$ cat config.mk
export PLATFORM = sky130hd
export DESIGN_NAME = glyph_cell_sequencer
export DESIGN_NICKNAME = d
export VERILOG_FILES = /design/src/rtl/glyph_pkg.sv /design/src/rtl/cell_row_counter.sv /design/src/rtl/glyph_cell_sequencer.sv
export SDC_FILE = /design/constraint.sdc
export NUM_CORES = 1
export LEC_CHECK = 0
export ABC_AREA = 1
export CAP_MARGIN = 20
export CORE_ASPECT_RATIO = 0.75
export CORE_MARGIN = 10
export CORE_UTILIZATION = 43
export DETAILED_ROUTE_END_ITERATION = 10
export PLACE_DENSITY_LB_ADDON = 0.12
export SYNTH_ARGS = -nofsm -noshare
export SYNTH_HDL_FRONTEND = slang
export SYNTH_HIERARCHICAL = 1
export SYNTH_SLANG_ARGS = --single-unit
$ cat constraint.sdc
create_clock -name clk -period 1.4 [get_ports clk]
set_input_delay 0.28 -clock clk [delete_from_list [all_inputs] [get_ports clk]]
set_output_delay 0.28 -clock clk [all_outputs]
set_load 0.005 [all_outputs]
$ cat src/rtl/glyph_pkg.sv
`timescale 1ns/1ps
`default_nettype none
// +--------------------------------------------------------------------+
// | glyph_pkg : shared geometry constants and sequencer state encoding |
// | Rev 1.0                                                            |
// +--------------------------------------------------------------------+
package glyph_pkg;

   localparam int CELL_W   = 8;
   localparam int CELL_H   = 12;
   localparam int H_ACTIVE = 640;
   localparam int V_ACTIVE = 480;
   localparam int GX_W     = $clog2(CELL_W);

   typedef enum logic [1:0] {
      IDLE   = 2'd0,
      ACTIVE = 2'd1,
      VBLANK = 2'd2
   } seq_state_t;

endpackage
`default_nettype wire

$ cat src/rtl/cell_row_counter.sv
`timescale 1ns/1ps
`default_nettype none
// +--------------------------------------------------------------------+
// | cell_row_counter : incremental vpos/CELL_H and vpos mod CELL_H     |
// | Rev 1.0                                                            |
// +--------------------------------------------------------------------+
module cell_row_counter
   import glyph_pkg::*;
#(
   parameter int CELL_H = glyph_pkg::CELL_H
) (
   input  logic       clk,
   input  logic       rst_n,
   input  logic       line_start,
   input  logic       frame_start,
   input  logic       enable,
   output logic [5:0] y_block,
   output logic [3:0] g_y
);

   logic [5:0] r_y_block;
   logic [3:0] r_g_y;

   always_ff @(posedge clk or negedge rst_n) begin
      if (!rst_n) begin
         r_y_block <= 6'd0;
         r_g_y     <= 4'd0;
      end else if (line_start) begin
         if (frame_start) begin
            r_y_block <= 6'd0;
            r_g_y     <= 4'd0;
         end else if (enable) begin
            if (r_g_y == 4'(CELL_H - 1)) begin
               r_g_y     <= 4'd0;
               r_y_block <= r_y_block + 6'd1;
            end else begin
               r_g_y <= r_g_y + 4'd1;
            end
         end
      end
   end

   assign y_block = r_y_block;
   assign g_y     = r_g_y;

endmodule
`default_nettype wire

$ cat src/rtl/glyph_cell_sequencer.sv
`timescale 1ns/1ps
`default_nettype none
// +--------------------------------------------------------------------+
// | glyph_cell_sequencer : cell coordinates and animation frame count  |
// | Rev 1.0                                                            |
// +--------------------------------------------------------------------+
module glyph_cell_sequencer
   import glyph_pkg::*;
#(
   parameter int H_ACTIVE  = glyph_pkg::H_ACTIVE,
   parameter int V_ACTIVE  = glyph_pkg::V_ACTIVE,
   parameter int CELL_H    = glyph_pkg::CELL_H,
   parameter int FRAME_DIV = 1
) (
   input  logic       clk,
   input  logic       rst_n,
   input  logic [9:0] hpos,
   input  logic [9:0] vpos,
   input  logic       display_on,
   input  logic       run,
   input  logic       step,
   output logic [6:0] x_block,
   output logic [2:0] g_x,
   output logic [5:0] y_block,
   output logic [3:0] g_y,
   output logic       cell_valid,
   output logic [9:0] frame_cnt,
   output logic       frame_tick
);

   seq_state_t r_state;
   seq_state_t w_state_next;

   logic [6:0] r_x_block;
   logic [2:0] r_g_x;
   logic       r_cell_valid;
   logic       r_frame_tick;
   logic [9:0] r_frame_cnt;
   logic [3:0] r_presc;
   logic       r_step_pend;
   logic       r_step_prev;

   logic w_line_start;
   logic w_frame_start;
   logic w_frame_end;
   logic w_tick;
   logic w_step_edge;
   logic w_hvis;

   assign w_line_start  = (hpos == 10'd0);
   assign w_frame_start = w_line_start && (vpos == 10'd0);
   assign w_frame_end   = w_line_start && (vpos == 10'(V_ACTIVE));
   assign w_tick        = (r_state == ACTIVE) && w_frame_end;
   assign w_step_edge   = step && !r_step_prev;
   assign w_hvis        = (hpos < 10'(H_ACTIVE));

   always_comb begin
      w_state_next = r_state;
      case (r_state)
         IDLE:    if (w_frame_start) w_state_next = ACTIVE;
         ACTIVE:  if (w_frame_end)   w_state_next = VBLANK;
         VBLANK:  if (w_frame_start) w_state_next = ACTIVE;
         default: w_state_next = IDLE;
      endcase
   end

   always_ff @(posedge clk or negedge rst_n) begin
      if (!rst_n) begin
         r_state      <= IDLE;
         r_x_block    <= 7'd0;
         r_g_x        <= 3'd0;
         r_cell_valid <= 1'b0;
         r_frame_tick <= 1'b0;
         r_frame_cnt  <= 10'd0;
         r_presc      <= 4'd0;
         r_step_pend  <= 1'b0;
         r_step_prev  <= 1'b0;
      end else begin
         r_state      <= w_state_next;
         r_step_prev  <= step;
         r_frame_tick <= w_tick;
         // An edge arriving on the tick itself survives into the next frame.
         r_step_pend  <= w_step_edge || (r_step_pend && !w_tick);

         if (w_state_next == IDLE) begin
            r_x_block    <= 7'd0;
            r_g_x        <= 3'd0;
            r_cell_valid <= 1'b0;
         end else begin
            r_x_block    <= hpos[9:GX_W];
            r_g_x        <= hpos[GX_W-1:0];
            r_cell_valid <= display_on && w_hvis && (w_state_next == ACTIVE);
         end

         if (w_tick) begin
            if (run) begin
               if (r_presc == 4'(FRAME_DIV - 1)) begin
                  r_presc     <= 4'd0;
                  r_frame_cnt <= r_frame_cnt + 10'd1;
               end else begin
                  r_presc <= r_presc + 4'd1;
               end
            end else if (r_step_pend) begin
               r_frame_cnt <= r_frame_cnt + 10'd1;
            end
         end
      end
   end

   cell_row_counter #(
      .CELL_H (CELL_H)
   ) u_rows (
      .clk         (clk),
      .rst_n       (rst_n),
      .line_start  (w_line_start),
      .frame_start (w_frame_start),
      .enable      (r_state == ACTIVE),
      .y_block     (y_block),
      .g_y         (g_y)
   );

   assign x_block    = r_x_block;
   assign g_x        = r_g_x;
   assign cell_valid = r_cell_valid;
   assign frame_cnt  = r_frame_cnt;
   assign frame_tick = r_frame_tick;

endmodule
`default_nettype wire

# ---- Word-level counts from Yosys, hierarchy flattened
# Cells that the tools add are included.
dict set report word_totals {
  reg_bits 40
  output_inout_bits 32
  word_cells 61
}
dict set report classes {
  add_sub_neg 4
  order_cmp 1
  eq_ne 6
  mux 16
  reduce_logical 23
}
# op n
set ops {}
lappend ops {{$mux 10} 3}
lappend ops {{$logic_not 10->1} 2}
lappend ops {{$mux 6} 3}
lappend ops {{$mux 4} 4}
lappend ops {{$add 10x1->10 const B} 1}
lappend ops {{$eq 10x9->1 const B} 1}
lappend ops {{$lt 10x10->1 const B} 1}
lappend ops {{$add 4x1->4 const B} 2}
lappend ops {{$logic_and 1x1->1} 7}
lappend ops {{$mux 7} 1}
lappend ops {{$add 6x1->6 const B} 1}
lappend ops {{$reduce_and 3->1} 2}
lappend ops {{$reduce_bool 2->1} 3}
lappend ops {{$eq 2x1->1 const B} 2}
lappend ops {{$eq 4x4->1 const B} 1}
lappend ops {{$logic_not 2->1} 2}
lappend ops {{$logic_not 4->1} 1}
lappend ops {{$mux 2} 2}
lappend ops {{$pmux 2 s2} 1}
lappend ops {{$reduce_and 2->1} 2}
lappend ops {{$mux 3} 1}
lappend ops {{$eq 2x2->1 const B} 1}
lappend ops {{$logic_not 1->1} 2}
lappend ops {{$ne 2x1->1 const B} 1}
lappend ops {{3 further kinds} 3}

# ---- Logic depth before layout (Yosys ltp)
# Gate-level depths: netlist of run 1.
dict set report depth {
  ltp_word 7
  mapped_depth 11
  depth_no_buf 11
}

# ---- Modules after synthesis
# Netlist of run 1, hierarchy kept.
# module instances cells_each area_each_um2 seq_area_each_um2
set modules_own_cells {}
lappend modules_own_cells {glyph_cell_sequencer 1 192 1557.7 750.7}
lappend modules_own_cells {cell_row_counter 1 69 564.3 250.2}

# ---- Worst setup path before layout of run 1
# OpenSTA, ideal clock, no wires.
dict set report synth_timing {
  path_kind {input-to-reg}
  from {in hpos[9]}
  to {reg u_rows.r_y_block[2] (netlist: u_rows/y_block[2])}
  t_arrival_ps 1306
  t_required_ps 1282
  setup_slack_ps -24
  cell_stages 10
  path_buffers 0
  cell_sequence {inv_1 > nand3_1 > nor2_4 > nand2_2 > inv_1 > inv_2 > a21oi_4 > inv_4 > nand2_1 > o21ai_2}
}
dict set report synth_between {
  elab_chain_len 4
  word_cells_on_any_way 6
  classes_between {mux (1); reduce/logical (5)}
}
# element line_no
set synth_rtl {}
lappend synth_rtl {{start, declared} glyph_cell_sequencer.sv:17} ;# input logic [9:0] hpos,
lappend synth_rtl {{$logic_not 10->1 *} glyph_cell_sequencer.sv:50} ;# assign w_line_start = (hpos == 10'd0);
lappend synth_rtl {{named net w_line_start} glyph_cell_sequencer.sv:43} ;# logic w_line_start;
lappend synth_rtl {{$logic_and 1x1->1 *} glyph_cell_sequencer.sv:51} ;# assign w_frame_start = w_line_start && (vpos == 10'd0);
lappend synth_rtl {{named net w_frame_start} glyph_cell_sequencer.sv:44} ;# logic w_frame_start;
lappend synth_rtl {{$reduce_bool 2->1 (no line)} n/a}
lappend synth_rtl {{$reduce_and 3->1 (no line)} n/a}
lappend synth_rtl {{end signal, assigned} cell_row_counter.sv:35} ;# r_y_block <= r_y_block + 6'd1;
lappend synth_rtl {{end, declared} cell_row_counter.sv:21} ;# logic [5:0] r_y_block;
# Mark *: on every way through the listed nets, which the timed path passes. The rest lies on a longest branch.
# A chain may end at the register's enable or synchronous reset.

# ---- Worst setup path in the final report of run 1
dict set report layout_timing {
  from {reg r_state[0]}
  to {reg u_rows.r_g_y[2] (netlist: u_rows/g_y[2])}
}
dict set report layout_between {
  elab_chain_len 3
}
# element line_no
set layout_rtl {}
lappend layout_rtl {{start, declared} glyph_cell_sequencer.sv:31} ;# seq_state_t r_state;
lappend layout_rtl {{start signal, assigned} glyph_cell_sequencer.sv:79} ;# r_state <= w_state_next;
lappend layout_rtl {{$eq 2x1->1} glyph_cell_sequencer.sv:117} ;# .enable (r_state == ACTIVE),
lappend layout_rtl {{$reduce_bool 2->1 (no line)} n/a}
lappend layout_rtl {{$reduce_and 2->1 (no line)} n/a}
lappend layout_rtl {{end signal, assigned} cell_row_counter.sv:37} ;# r_g_y <= r_g_y + 4'd1;
lappend layout_rtl {{end, declared} cell_row_counter.sv:22} ;# logic [3:0] r_g_y;
# No other way between the ends.

==> flow_metrics.py, run 1 <==
metrics = {
    "power": {
        "leakage_nw": 1.84,
        "p_per_area_nw_per_um2": 674,
        "irDropWorstVdd_mv": 0.657,
    },
    "status": {
        "status": "finished, final reports clean",
    },
    "setup_path": {
        "cp_max_fo": 5,
        "crit_required_ns": 1.58,
        "start_kind": "flip-flop",
        "reg2reg_depth": 8,
        "ff2ff_setup_slack_ns": 0.02,
        "crit_type": "flip-flop to flip-flop",
        "arrival_ns": 1.57,
        "regToRegStartpoint": "r_state[0]",
        "r2r_end": "u_rows/g_y[2]",
        "crit_path_end_kind": "flip-flop",
    },
    "grt": {
        "grt_pass1_vias": 2081,
        "gr-total-overflow": 0,
        "grt_max_degree": 41,
        "gr-usage-all-layers": 0.137,
        "grt_pass1_wl_um": 9160,
        "antenna_found_initial": 0,
    },
    "clock_tree": {
        "clk_pin_slew_worst_paths_ns": 0.08,
        "cts_htree_levels": 2,
        "clock_sinks": 40,
        "tritoncts": "yes",
        "clkLatencyLatePin_ns": 0.29,
        "cts_buffer_depth": 2,
        "root_buffer": "clkbuf_8",
        "cts_buffers": 5,
    },
    "synth": {
        "ys_warn_count": 6,
        "synth_area_per_cell_um2": 8.13,
        "netlist_instances": 261,
        "yosys-top-cells-count": "nand2_1 (69), dfrtp_1 (40), inv_1 (38), nor2_1 (24), nand3_1 (22)",
        "ys_ff_latch": 40,
        "synth-main-ff-cell": "dfrtp_1",
        "synth_cell_type_count": 26,
        "synth_edf_count": 0,
        "synth_most_common_cell": "nand2_1",
        "syn_area_um2": 2120,
        "yosys-top-cells-area": "dfrtp_1 (47%), nand2_1 (12%), inv_1 (6.7%)",
        "yosys.area.top_type": "dfrtp_1",
        "async_reset_ff_frac": 1.00,
        "synth_fp_nets": 291,
        "synth_top_area_frac": 0.472,
        "seq_area_frac_synth": 0.472,
    },
    "timing": {
        "timing.final.ws_setup_ns": 0.0167,
        "hold_violations": 0,
        "slew_violations": 0,
        "fmax_mhz": 723,
        "worst_pin_slew_ns": 0.236,
        "fin_crit_sh": 0.988,
        "min_period_ns": 1.38,
        "timing.hold.ws_ns": 0.203,
        "setup_violations": 0,
        "maxSlewHeadroom": 0.841,
        "skew_ns": 0.00846,
        "rsz0062_at_grt": "yes",
    },
    "detailed_routing": {
        "dr_wl_met3_um": 356,
        "antenna_left": 0,
        "dr.pass1.iters": 4,
        "dr_total_vias": 2036,
        "vias_per_cell": 4.61,
        "wl_met2_um": 2670,
        "drt-wirelength-per-cell_um": 12.8,
        "drc_errors": 0,
        "top_layer_used": "met4",
        "drt_iter0_drc": 59,
        "routed_wirelength_um": 5640,
        "wl_met1_um": 2530,
    },
    "cells_and_area": {
        "fill_cells": 423,
        "final_layout_size_suffix_gt1_frac": 0.374,
        "final_nets": 411,
        "diodes": 0,
        "fin_area_um2": 3340,
        "areaGrowthSynthToFinish_pct": 57.3,
        "fin_util": 0.689,
    },
    "place": {
        "place.gp.congestion": 0.795,
        "placed_area_um2": 2880,
        "dp_slack_ns": -0.541,
        "hpwl_um": 3680,
        "port_buffers": 56,
    },
    "worst_hold_path": {
        "hold_start": "hpos[3]",
        "min_path_cells": 3,
        "holdPathEnd": "x_block[0]",
        "hp-class": "primary input to flip-flop",
    },
    "floorplanning": {
        "core.rowCount": 22,
        "die_w_um": 101,
        "die_height_um": 80.8,
        "core-area_um2": 4840,
        "io_pins": 57,
        "initial_core_util": 0.438,
        "die_area_um2": 8170,
    },
    "run": {
        "maxCapViolations": 0,
    },
}
power by group:
part | internal (mW) | switching [mW] | total, mW
Clock | 0.528 | 0.413 | 0.941
Sequential | 1.16 | 0.000327 | 1.16
Combinational | 0.0754 | 0.0770 | 0.152
cell usage in the layout, fill, tap and decap left out, types with 5 or more instances in the layout:
| cell | instances |
|---|---|
| nand2_1 | 62 |
| buf_4 | 49 |
| dfrtp_1 | 39 |
| inv_1 | 32 |
| dlygate4sd2_1 | 30 |
| nand3_1 | 19 |
| nor2_1 | 18 |
| nor2_2 | 16 |
| clkbuf_2 | 14 |
| nand2_2 | 10 |
| inv_2 | 8 |
| o21ai_0 | 6 |
| xor2_1 | 6 |
| buf_6 | 6 |
| nor2_4 | 5 |
| o21ai_2 | 5 |
| clkbuf_8 | 5 |
critical path, stage by stage (launching register included):
cell	delay, ns
dfrtp_1	0.38
inv_2	0.05
nor2_2	0.15
buf_6	0.13
o21ai_4	0.06
a21oi_4	0.18
clkinvlp_4	0.20
nand2_1	0.10
nor2_1	0.04
area by class of cell:
cell class	count	area, µm²	share of cell area
multi-input cells	178	1080	0.322
flip-flops and latches	40	1000	0.300
repair buffers	112	898	0.269
inverters	43	168	0.0502
well taps	60	75.1	0.0225
clock buffers	5	68.8	0.0206
clock inverters	3	42.5	0.0127
repair inverters	1	7.51	0.00225
sequential cells by signal (all words and copies together) (netlist names):
name and flops:
frame_cnt 10, x_block 7, u_rows/y_block 6, r_presc 4, u_rows/g_y 4, g_x 3, r_state 2, cell_valid 1
frame_tick 1, r_step_pend 1, r_step_prev 1
per-layer routing:
metal | vias to the layer above | global-route usage
met5 | - | 0
met4 | 0 | 0.0514
met3 | 9 | 0.0475
met2 | 52 | 0.227
met1 | 934 | 0.161
li1 | 1041 | -
how the worst max path moves through the flow:
stage	slack, ns	cells past startpoint	to	start
6_report	0.02	8	u_rows/g_y[2]	r_state[0]
5_1_grt	-0.06	8	u_rows/y_block[5]	r_state[0]
4_1_cts	-0.002	7	u_rows/y_block[5]	u_rows/g_y[0]
3_5_place_dp	-0.54	11	u_rows/y_block[2]	hpos[7]
3_3_place_gp	-0.49	11	u_rows/y_block[4]	hpos[7]
2_1_floorplan	0.01	10	u_rows/y_block[2]	hpos[7]
timing repair:
item	in CTS	in global routing
buffers inserted	32	5
setup endpoints to repair	65	34
pin swaps	23	28
gates resized for setup	77	61
gates cloned	2	1
hold buffers	1	0
hold endpoints to repair	40	0
metrics by stage:
stage	cells	power, mW	TNS [ns]
6_report	442	2.25	0
5_1_grt	442	2.35	-0.430
4_1_cts	436	2.28	-0.00187
3_5_place_dp	393	1.32	-16.71
3_3_place_gp	393	1.32	-15.31
2_1_floorplan	261	1.21	0
logic make-up after synthesis:
| kind of cell | synth area share |
|---|---|
| AO/OA/AOI/OAI | 0.0613 |
| adder cells (fa/ha/maj) | 0.0295 |
| XOR/XNOR | 0.0413 |
| buffers and inverters | 0.0825 |
| AND/OR/NAND/NOR | 0.314 |
| flip-flops | 0.472 |
Note: power is estimated with default switching activity, not from simulation.
==> run 2, diff against run 1 <==
- TNS_END_PERCENT: not set -> 1
==> run 2 against run 1 <==
  * Via count down 4.0%
  * Register-to-register slack improved by 0.03 ns
  * Power is 0.36% lower
  * Sequential power about the same
  * Maximum frequency increased by 1.9%
  * Critical endpoint unchanged
  * Global-route usage shrank 0.30 points
  * Combinational power is 3% lower
==> flow_metrics.py, run 2 (synthesis gave the netlist of run 1 again) <==
metrics = {
    "setup_path": {
        "r2r_end": "u_rows/g_y[2]",
        "crit_required_ns": 1.59,
        "reg2reg_depth": 6,
        "start_kind": "flip-flop",
        "cp_max_fo": 5,
        "crit_path_end_kind": "flip-flop",
        "regToRegStartpoint": "u_rows/g_y[0]",
        "ff2ff_setup_slack_ns": 0.04,
        "arrival_ns": 1.54,
        "crit_type": "flip-flop to flip-flop",
    },
    "clock_tree": {
        "cts_buffer_depth": 2,
        "cts_buffers": 5,
        "clkLatencyLatePin_ns": 0.29,
        "cts_htree_levels": 2,
        "tritoncts": "yes",
        "root_buffer": "clkbuf_8",
        "clk_pin_slew_worst_paths_ns": 0.08,
        "clock_sinks": 40,
    },
    "floorplanning": {
        "core-area_um2": 4840,
        "initial_core_util": 0.438,
        "die_area_um2": 8170,
        "core.rowCount": 22,
        "io_pins": 57,
        "die_w_um": 101,
        "die_height_um": 80.8,
    },
    "detailed_routing": {
        "drt-wirelength-per-cell_um": 12.5,
        "drc_errors": 0,
        "routed_wirelength_um": 5340,
        "dr.pass1.iters": 4,
        "dr_total_vias": 1954,
        "vias_per_cell": 4.57,
        "antenna_left": 0,
        "drt_iter0_drc": 65,
    },
    "worst_hold_path": {
        "holdPathEnd": "x_block[0]",
        "min_path_cells": 3,
        "hp-class": "primary input to flip-flop",
        "hold_start": "hpos[3]",
    },
    "place": {
        "port_buffers": 56,
        "hpwl_um": 3680,
        "numPlacedInstances": 393,
        "place.gp.congestion": 0.795,
    },
    "status": {
        "status": "finished, final reports clean",
    },
    "cells_and_area": {
        "areaGrowthSynthToFinish_pct": 49.5,
        "largest_reg_flops": 10,
        "mostFrequentLayoutCell": "nand2_1",
        "diodes": 0,
        "final_nets": 397,
        "final_layout_size_suffix_gt1_frac": 0.332,
        "final_cell_mix": "nand2_1 (67), dfrtp_1 (39), buf_4 (37), inv_1 (33), dlygate4sd2_1 (31)",
        "layout.cells.non_filler": 428,
    },
    "timing": {
        "maxSlewHeadroom": 0.834,
        "fmax_mhz": 737,
        "slew_violations": 0,
        "skew_ns": 0.00690,
        "min_period_ns": 1.36,
        "worst_pin_slew_ns": 0.248,
        "setup_violations": 0,
        "hold_violations": 0,
        "fin_crit_sh": 0.970,
        "rsz0062_at_grt": "yes",
        "setup_tns_ns": 0,
    },
    "grt": {
        "gr-usage-all-layers": 0.134,
        "gr-total-overflow": 0,
        "grt_max_degree": 41,
        "grt_pass1_vias": 1979,
        "antenna_found_initial": 0,
        "grt_pass1_wl_um": 8940,
    },
    "power": {
        "leakage_nw": 1.76,
        "p_per_area_nw_per_um2": 706,
        "irDropWorstVdd_mv": 0.646,
    },
    "run": {
        "maxCapViolations": 0,
    },
}
-- run 2: how the worst max path moves through the flow --
stage	startpoint	to	slack (ns)	cells past startpoint
2_1_floorplan	hpos[7]	u_rows/y_block[2]	0.01	10
3_3_place_gp	hpos[7]	u_rows/y_block[4]	-0.49	11
3_5_place_dp	hpos[7]	u_rows/y_block[2]	-0.54	11
4_1_cts	hpos[5]	u_rows/y_block[5]	-0.01	11
5_1_grt	hpos[9]	u_rows/y_block[5]	-0.04	11
6_report	u_rows/g_y[0]	u_rows/g_y[2]	0.04	6
-- run 2: cell type report --
type / instances / area (µm²)
fill: 433 / 1670
multi-input combinational: 178 / 1030
sequential: 40 / 1000
timing repair buffer: 98 / 778
inverter: 43 / 165
tap: 60 / 75.1
clock buffer: 5 / 68.8
clock inverter: 3 / 42.5
timing repair inverter: 1 / 7.51
-- run 2: per-stage QoR --
| step | hold WS (ns) | worst slack (ns) | utilization | instance area (µm²) | power [mW] |
|---|---|---|---|---|---|
| after floorplan | -0.0156 | 0.0139 | - | 2120 | 1.21 |
| after global placement | 0.271 | -0.487 | 0.595 | 2880 | 1.32 |
| after detailed placement | 0.270 | -0.541 | 0.595 | 2880 | 1.32 |
| after CTS | 0.307 | -0.0125 | 0.649 | 3140 | 2.27 |
| after global routing | 0.209 | -0.0368 | 0.655 | 3170 | 2.34 |
| final | 0.208 | 0.0423 | 0.655 | 3170 | 2.24 |
-- run 2: power breakdown --
| group | internal (mW) | switching [mW] |
|---|---|---|
| Sequential | 1.16 | 0.000327 |
| Combinational | 0.0719 | 0.0749 |
| Clock | 0.528 | 0.411 |
-- run 2: routing by layer --
metal | wire length [µm] | track usage | vias up
li1 | - | - | 1016
met1 | 2420 | 0.158 | 885
met2 | 2470 | 0.222 | 44
met3 | 355 | 0.0509 | 9
met4 | 88 | 0.0444 | 0
met5 | 0 | 0 | -
-- run 2: worst max-delay path, cell delays in order (launching register included) --
cell and delay (ns):
dfrtp_1 0.38, ha_2 0.20, nand3_2 0.11, a21oi_4 0.23, clkinvlp_4 0.20, nand2_1 0.09
nor2_1 0.04
-- run 2: repair_timing --
action / 4_1_cts / 5_1_grt
setup buffers: 19 / 5
hold buffers: 1 / 0
setup endpoints to repair: 65 / 34
pin swaps: 21 / 20
resized for setup: 65 / 52
cloned: 2 / 0
hold endpoints to repair: 40 / 0
==> run 3, diff against run 2 <==
- CTS_CLUSTER_SIZE: not set -> 30
==> results of run 3 <==
No change in the layout: final DEF, timing and power equal those of run 2.
